--- src/rtl/chacha_xor.sv ---
// chacha_xor: keystream consumer sitting directly behind the chacha core.
// It pulls one 64-byte keystream block from the core into a local buffer.
// It then XORs that buffer byte-by-byte onto a valid/ready plaintext
// stream, which gives a valid/ready ciphertext stream. When the buffer
// runs out it fetches the next block. The cipher is symmetric, so the
// same path also decrypts.
//
// Ports:
//   clk        clock
//   rst_n      synchronous active-low reset (also resets the core)
//   blk_ready  core has a keystream block available
//   rd_blk     one-cycle pulse that starts a core block read
//   ks_in      keystream byte from the core (byte k arrives k+1 cycles after rd_blk)
//   pt_data    plaintext byte
//   pt_valid   plaintext byte valid
//   pt_ready   plaintext byte accepted this cycle
//   ct_data    ciphertext byte (registered)
//   ct_valid   ciphertext byte valid
//   ct_ready   sink accepts ciphertext
//   flush      one-cycle pulse that discards the rest of the current block
//   blk_cnt    blocks fetched since reset (wraps at 16 bits)
//
// BLK_BYTES must stay at 64: the buffer pointers are 6 bits wide.
//
// state | meaning
// IDLE  | wait for blk_ready, then pulse rd_blk
// FETCH | capture 64 keystream bytes from the core, one per cycle
// SERVE | XOR plaintext against the buffered keystream

module chacha_xor #(
  parameter int BLK_BYTES = 64
) (
  input  logic        clk,
  input  logic        rst_n,
  input  logic        blk_ready,
  output logic        rd_blk,
  input  logic [7:0]  ks_in,
  input  logic [7:0]  pt_data,
  input  logic        pt_valid,
  output logic        pt_ready,
  output logic [7:0]  ct_data,
  output logic        ct_valid,
  input  logic        ct_ready,
  input  logic        flush,
  output logic [15:0] blk_cnt
);

  localparam logic [5:0] LAST_IDX = 6'(BLK_BYTES - 1);

  typedef enum logic [1:0] {IDLE, FETCH, SERVE} state_t;

  state_t     state, state_nxt;
  logic [7:0] ks_buf [BLK_BYTES];
  logic [5:0] wr_ptr, rd_ptr;
  logic       flush_pend;
  logic       pt_hs;
  logic       last_wr;

  assign pt_hs   = pt_valid && pt_ready;
  assign last_wr = (wr_ptr == LAST_IDX);

  // rd_blk and pt_ready are decoded from state. They are gated by rst_n so
  // that both read 0 while reset is held, even when blk_ready is high.
  always_comb begin
    state_nxt = state;
    rd_blk    = 1'b0;
    pt_ready  = 1'b0;
    case (state)
      IDLE: begin
        if (blk_ready) begin
          rd_blk    = 1'b1;
          state_nxt = FETCH;
        end
      end
      FETCH: begin
        // A flush during the fetch only takes effect once the whole block
        // has been read. This keeps the core's stream in step with us.
        if (last_wr) begin
          state_nxt = (flush_pend || flush) ? IDLE : SERVE;
        end
      end
      SERVE: begin
        pt_ready = !ct_valid || ct_ready;
        if (flush || (pt_valid && pt_ready && rd_ptr == LAST_IDX)) begin
          state_nxt = IDLE;
        end
      end
      default: state_nxt = IDLE;
    endcase
    if (!rst_n) begin
      rd_blk   = 1'b0;
      pt_ready = 1'b0;
    end
  end

  always_ff @(posedge clk) begin
    if (!rst_n) begin
      state      <= IDLE;
      wr_ptr     <= '0;
      rd_ptr     <= '0;
      flush_pend <= 1'b0;
      blk_cnt    <= '0;
      ct_valid   <= 1'b0;
      ct_data    <= '0;
    end else begin
      state <= state_nxt;
      case (state)
        IDLE: begin
          wr_ptr <= '0;
        end
        FETCH: begin
          wr_ptr <= wr_ptr + 6'd1;
          if (flush) begin
            flush_pend <= 1'b1;
          end
          if (last_wr) begin
            blk_cnt    <= blk_cnt + 16'd1;
            rd_ptr     <= '0;
            flush_pend <= 1'b0;
          end
        end
        SERVE: begin
          if (pt_hs) begin
            rd_ptr <= rd_ptr + 6'd1;
          end
        end
        default: ;
      endcase

      // The output register drains in every state. A pending byte therefore
      // survives the move from SERVE back to IDLE or FETCH.
      if (pt_hs) begin
        ct_data  <= pt_data ^ ks_buf[rd_ptr];
        ct_valid <= 1'b1;
      end else if (ct_ready) begin
        ct_valid <= 1'b0;
      end
    end
  end

  // Keystream buffer has no reset: its contents are only read after a
  // complete fetch has overwritten them.
  always_ff @(posedge clk) begin
    if (state == FETCH) begin
      ks_buf[wr_ptr] <= ks_in;
    end
  end

endmodule
--- config.mk ---
export PLATFORM = sky130hd
export DESIGN_NAME = chacha_xor
export DESIGN_NICKNAME = d
export VERILOG_FILES = /design/src/rtl/chacha_xor.sv
export SDC_FILE = /design/constraint.sdc
export NUM_CORES = 1
export LEC_CHECK = 0
export BUFFER_PORTS_ARGS = -buffer_cell sky130_fd_sc_hd__buf_2
export CORE_MARGIN = 2
export CORE_UTILIZATION = 55
export DETAILED_ROUTE_END_ITERATION = 7
export GPL_ROUTABILITY_DRIVEN = 0
export PLACE_DENSITY = 0.71
export REMOVE_ABC_BUFFERS = 1
export SYNTH_ARGS = -nofsm -noshare
export SYNTH_HDL_FRONTEND = slang
export SYNTH_SLANG_ARGS = --single-unit
--- constraint.sdc ---
create_clock -name clk -period 2.9 [get_ports clk]
set_input_delay 0.145 -clock clk [delete_from_list [all_inputs] [get_ports clk]]
set_output_delay 0.145 -clock clk [all_outputs]
set_load 0.03 [all_outputs]
== Word level (Yosys, flattened, before mapping) ==
Memories as Yosys holds them, arrays and structs flattened. A register that Yosys moved wholly into a read port is not among the register bits.
Index checks and enable logic that the tools add are counted.

* Word-level logic and storage cells: 58
* Bits of input ports: 22
* Memories kept: 1
* Bits in read-only memories: 0
* Memory bits (writable): 512
* Bits in latches: 0
* Bits in registers: 40

* Reductions and logical operators: 16
* Eq/ne operators: 8
* Div/mod/pow operators: 0
* Magnitude comparators: 0
* Add/subtract/negate cells: 3
* Muxes and demuxes: 22
* $mul: 0
* Bitwise logic cells: 1
* Shift-type cells: 0

{| class="wikitable"
|+ Memory list
! memory !! words !! width !! rd ports !! clocked after memory_dff !! wr ports !! RTL line !! text
|-
| ks_buf || 64 || 8 || 1 || 1 || 1 || 53 || <nowiki>logic [7:0] ks_buf [BLK_BYTES];</nowiki>
|}

{| class="wikitable"
|+ Operators with widths
! cell !! number
|-
| $mux 6 || 4
|-
| $pmux 6 s2 || 2
|-
| $add 16x1->16 const B || 1
|-
| $add 6x1->6 const B || 2
|-
| $eq 6x6->1 const B || 2
|-
| $mux 1 || 11
|-
| $mux 2 || 4
|-
| $ne 2x2->1 const B || 4
|-
| $reduce_bool 2->1 || 4
|-
| $xor 8x8->8 || 1
|-
| $pmux 2 s3 || 1
|-
| $reduce_and 3->1 || 2
|-
| $reduce_and 2->1 || 2
|-
| $logic_and 1x1->1 || 3
|-
| $logic_or 1x1->1 || 3
|-
| $eq 2x1->1 const B || 1
|-
| $eq 2x2->1 const B || 1
|-
| $logic_not 2->1 || 1
|-
| $logic_not 1->1 || 1
|}

== Logic depth before layout (Yosys ltp) ==
* Word-level depth: 9
* Mapped depth: 11
* Mapped depth without buffers: 8

== Worst setup path after synthesis ==
OpenSTA, ideal clock, no wires.

* Kind: register to register
* From: register wr_ptr[0]
* To: register blk_cnt[12]
* Stages on the path, launching flop included: 10
* Setup slack: 0.787 ns
* Arrival time: 1.998 ns
* Setup time: 0.115 ns
* Buffers on the path: 1
* Data required time: 2.785 ns
* Cell sequence: dfxtp_1 ha_1 nand2_1 or4_4 or2_1 clkbuf_2 nor2_1 nand2_1 xnor2_1 and2_1

* Longest elaborated chain between the ends: 2

{| class="wikitable"
|+ Ends and longest elaborated chain
! item !! RTL line !! text
|-
| start: declaration || 54 || <nowiki>logic [5:0] wr_ptr, rd_ptr;</nowiki>
|-
| start signal: assignment || 112 || <nowiki>wr_ptr <= wr_ptr + 6'd1;</nowiki>
|-
| $eq 6x6->1 || 60 || <nowiki>assign last_wr = (wr_ptr == LAST_IDX);</nowiki>
|-
| $reduce_and 2->1 (no source line) || n/a ||
|-
| end signal: assignment || 117 || <nowiki>blk_cnt <= blk_cnt + 16'd1;</nowiki>
|-
| end: declaration || 45 || <nowiki>output logic [15:0] blk_cnt</nowiki>
|}

No other way between the ends.
A chain may end at the register's enable or synchronous reset.

==> reports/qor_table.md <==
| Step | Parameter | Value |
| --- | --- | --- |
| timing | Final hold violations | 0 |
| global route | Number of antenna violations at the first check in global routing | 0 |
| yosys | Arithmetic-cell share of the synthesized area counting full adders, half adders and majority gates | 0.170% |
| min path | Worst hold path depth | 2 |
| yosys | Number of synthesized flops with an enable pin | 512 |
| timing | Slew at the pin with the worst max-slew slack | 1.29 ns |
| routing | Routed WL per cell | 27.6 um |
| cts | H-tree depth | 2 |
| cts | Total number of clock tree sinks | 558 |
| die | Horizontal die dimension | 205 um |
| timing | Final critical path time including I/O delays and setup | 2.55 ns |
| yosys | Synthesized-area fraction occupied by and/or/nand/nor cells | 5.70% |
| cts | TritonCTS clock tree | built |
| timing | Clock skew after layout | 0.0223 ns |
| yosys | Total standard cell area after synthesis | 22100 um^2 |
| cells and area | Number of nets in the finished design | 1385 |
| pwr | Sw Pwr | 0.00319 W |
| pwr | Power share of the clock group | 44.3% |
| global route | Global-route total usage across every layer | 26.5% |
| timing | Fmax | 392 MHz |
| yosys | Gate Count Post-Synth | 1189 |
| critical path | Kind of start point of the critical path | flip-flop |
| place | Setup slack after placement | 0.385 ns |
| timing | Slew Limit Headroom | 14.3% |
| cts | CTS Root Cell | clkbuf_16 |
| timing | Final total negative setup slack | 0 ns |
| cts | Setup bufs post-CTS | 0 |
| min path | Hold WC Path Type | in -> reg |
| yosys | Number of warnings reported in the yosys synthesis log | 0 |
| critical path | Arrival @ worst endpoint | 3.09 ns |
| cts | Skew-Pair Late Insertion Delay | 0.62 ns |
| critical path | Setup Crit Path Kind | reg -> reg |
| pwr | Combinational Power Share | 1.6% |
| pwr | Cell internal pwr | 0.0130 W |
| routing | Residual DRC count | 0 |
| cells and area | Layout cell share with drive strength beyond 1 | 27.0% |
| yosys | Area fraction in compound gates after synthesis | 3.62% |
| cells and area | Post-synthesis to final-layout area growth | 15.4% |
| pwr | Leakage power figure | 8.34 nW |
| yosys | Number of distinct standard cells referenced by the synthesized netlist | 68 |
| routing | Final Routed Wirelength | 53.3 mm |
| die | Starting density of the core | 55.7% |
| critical path | Worst Path Max Fanout | 16 |
| cells and area | Reg area | 16300 um^2 |
| yosys | Sequential area share after synthesis | 73.7% |
| cts | Clock slew at the register clock pins of the worst setup and hold paths | 0.06 ns |
| global route | Vias in the first global route | 11865 |
| place | Total half-perimeter wirelength after legalization and detailed placement | 33.9 mm |
| critical path | Count of cells along the worst register-to-register path | 9 |
| die | Overall die area | 41800 um^2 |
| cts | Clock buffer count from CTS | 54 |
| cts | Maximum number of buffers from clock root to sink | 3 |
| yosys | Multiplexer share of the synthesized area | 13.7% |
| critical path | Cell with the largest stage delay on the worst path | a311oi_1 |
| timing | Unrepaired setup endpoints after global routing | no |
| die | I/O pin cnt | 49 |
| die | Core ar. | 39700 um^2 |
| global route | Total overflow reported by the global router | 0 |
| critical path | Cell-by-cell listing of the critical path | buf_12 > buf_4 > mux4_2 > nand2_1 > a21oi_1 > a311oi_1 > o41ai_2 > xnor2_1 > o21ai_0 |
| timing | Smallest setup slack after layout | 0.351 ns |
| routing | Vias per std cell | 6.22 |
| yosys | Synthesized flop and latch total | 558 |
| run | Reported max-cap violation count | 0 |
| critical path | Total stage count of the critical path | 9 |
| critical path | Required time at the endpoint of the critical path | 3.44 ns |
| cells and area | Filler cell count | 2715 |
| place | I/O Buffers | 48 |
| critical path | Endpoint class of the critical path | flip-flop |
| global route | Maximum number of pins on one net before global-route repair | 65 |
| pwr | Sequential fraction of design power | 54.2% |
| cells and area | Area of the multi-input gates | 5340 um^2 |
| yosys | Fraction of synthesized cell area in xor and xnor cells | 0.950% |
| routing | Vias after detailed routing | 12017 |
| timing | Part of the cycle the worst path needs | 87.9% |
| yosys | Most used flip-flop cell after synthesis | edfxtp_1 |
| routing | First-pass iteration count of the detailed router | 6 |
| yosys | Proportion of register bits with asynchronous set or reset after synthesis | 0% |
| pwr | Switching part of the total power | 19.7% |
| critical path | Top delay family on crit path | compound AO/OA/AOI/OAI gates |
| die | Die Height | 205 um |
| global route | First-pass GRT wire length | 79.1 mm |
| pwr | Worst vdd rail ir drop | 0.467 mV |
| timing | Final setup violating endpoints | 0 |
| routing | Post-route ant nets | 0 |
| die | # rows | 73 |
| critical path | Worst path max stage delay | 0.51 ns |
| pwr | Power per cell area | 636 nW/um^2 |
| routing | Violation count after the first detailed-routing iteration | 1638 |
| status | Run status | complete, no violations |
| critical path | CP Buf/Inv Count | 2 |
| yosys | Average size of a mapped cell | 18.6 um^2 |
| timing | Total count of max-transition violations in the final report | 0 |
| yosys | Combinational family with the most area after synthesis | multiplexers |
flip-flops by register name, summed over array words and instances (netlist names), named ones only:
register    flops
blk_cnt        16
ct_data         8
ct_valid        1
flush_pend      1
ks_buf        512
rd_ptr          6
state           2
wr_ptr          6
cells by family (layout without fill, tap and decap cells):
logic type | after synthesis | in the layout
AO/OA/AOI/OAI | 113 | 113
XOR/XNOR | 24 | 24
adder cells (fa/ha/maj) | 3 | 3
buffers and inverters | 70 | 287
flip-flops | 558 | 558
multiplexers | 152 | 152
other | 0 | 1
AND/OR/NAND/NOR | 269 | 269
metal layers:
metal  up-vias  share of wire (%)  track usage (%)
li1       5125                  -                -
met1      6138                 40             38.5
met2       645                 47             40.3
met3       109                9.1             5.04
met4         0                3.3             10.0
met5         -                  0                0
worst register-to-register path, stage by stage (launching register included):
cell and delay (ns):
dfxtp_4 0.46, buf_12 0.21, buf_4 0.18, mux4_2 0.50
nand2_1 0.08, a21oi_1 0.12, a311oi_1 0.52, o41ai_2 0.13
xnor2_1 0.13, o21ai_0 0.15
through the flow:
| stage | hold WS (ns) | total power (W) | cells | cell area (um^2) | utilization (%) |
|---|---|---|---|---|---|
| floorplan | 0.244 | 0.00902 | 1126 | 21700 | - |
| global placement | 0.390 | 0.00920 | 1817 | 23600 | 59.3 |
| detailed placement | 0.396 | 0.00921 | 1817 | 23600 | 59.3 |
| CTS | 0.0451 | 0.0163 | 1931 | 25500 | 64.3 |
| global route | 0.0708 | 0.0166 | 1931 | 25500 | 64.3 |
| finish | 0.0627 | 0.0162 | 1932 | 25500 | 64.3 |
cells in the mapped netlist, drive strengths merged, types with 2 or more instances:
| cell type | n | share of area [%] |
|---|---|---|
| a221o | 3 | 0.14 |
| nand3b | 2 | 0.068 |
| a311o | 2 | 0.090 |
| or3 | 8 | 0.25 |
| a211oi | 5 | 0.17 |
| a221oi | 3 | 0.12 |
| dfxtp | 46 | 4.2 |
| a311oi | 3 | 0.12 |
| mux2 | 15 | 0.76 |
| o22ai | 10 | 0.28 |
| ha | 3 | 0.17 |
| o32ai | 6 | 0.24 |
| nor3 | 7 | 0.18 |
| nor2b | 11 | 0.31 |
| nor2 | 87 | 1.5 |
| buf | 46 | 1.7 |
| mux2i | 24 | 1.1 |
| a31oi | 7 | 0.20 |
| or2 | 3 | 0.085 |
| nand3 | 29 | 0.66 |
| nand2 | 81 | 1.4 |
| edfxtp | 512 | 69 |
| mux4 | 113 | 12 |
| nand4 | 4 | 0.11 |
| nand2b | 4 | 0.12 |
| o21ai | 24 | 0.54 |
| and2 | 15 | 0.42 |
| o41ai | 5 | 0.33 |
| o221ai | 5 | 0.20 |
| or3b | 3 | 0.12 |
| and3 | 9 | 0.25 |
| inv | 6 | 0.10 |
| a22oi | 9 | 0.31 |
| clkbuf | 17 | 0.36 |
| xor2 | 8 | 0.32 |
| xnor2 | 16 | 0.63 |
| o31ai | 3 | 0.10 |
| a21boi | 8 | 0.27 |
| a21oi | 16 | 0.36 |
path summary, 6_finish.rpt:
check | start | end | slack [ns]
worst max register to register | flip-flop | ct_data[1]$_SDFFE_PN0P_ | 0.35
worst max-delay path | flip-flop | ct_data[1]$_SDFFE_PN0P_ | 0.35
worst min-delay path | ks_in[0] | ks_buf[12][0]$_DFFE_PP_ | 0.06
worst min register to register | flush_pend$_SDFFE_PN0P_ | flush_pend$_SDFFE_PN0P_ | 0.48
area by class of cell:
class	instances	area share, %
Multi-Input combinational cell	561	20.9
Timing Repair Buffer	178	5.37
Antenna cell	1	0.00980
Tap cell	525	2.57
Clock inverter	28	0.936
Sequential cell	558	63.9
Inverter	7	0.103
Clock buffer	74	6.24
timing repair:
| action | in CTS | in global routing |
|---|---|---|
| endpoints found under the hold margin | 12 | 0 |
| endpoints found under the setup margin | 0 | 0 |
| gates resized for setup | 0 | 0 |
| hold buffers | 12 | 0 |
power groups by stage:
stage	clock [W]	sequential, W	combinational (W)
floorplan	0	0.00896	0.0000552
finish	0.00719	0.00879	0.000257
CTS	0.00726	0.00879	0.000257
global placement	0	0.00896	0.000235
global route	0.00758	0.00879	0.000276
detailed placement	0	0.00896	0.000245
layout by cell type, fill, tap and decap left out, types with 5 or more instances in the layout:
| cell | n |
|---|---|
| mux2i_1 | 24 |
| dfxtp_1 | 43 |
| mux4_1 | 20 |
| clkbuf_16 | 59 |
| a31oi_1 | 7 |
| o22ai_1 | 10 |
| xor2_1 | 8 |
| and2_1 | 15 |
| edfxtp_1 | 512 |
| dlygate4sd3_1 | 12 |
| a211oi_1 | 5 |
| o21ai_0 | 24 |
| clkinv_2 | 9 |
| nand3_1 | 29 |
| clkbuf_1 | 9 |
| buf_2 | 48 |
| a21oi_1 | 16 |
| nand2_1 | 80 |
| o32ai_1 | 6 |
| and3_1 | 9 |
| buf_4 | 108 |
| clkbuf_8 | 6 |
| or3_1 | 6 |
| nor3_1 | 6 |
| mux4_2 | 93 |
| a22oi_1 | 9 |
| o221ai_1 | 5 |
| mux2_2 | 15 |
| xnor2_1 | 16 |
| buf_12 | 10 |
| a21boi_0 | 7 |
| clkinv_1 | 11 |
| nor2_1 | 87 |
| nor2b_1 | 11 |
No activity file was read; power rests on OpenSTA's default activity.
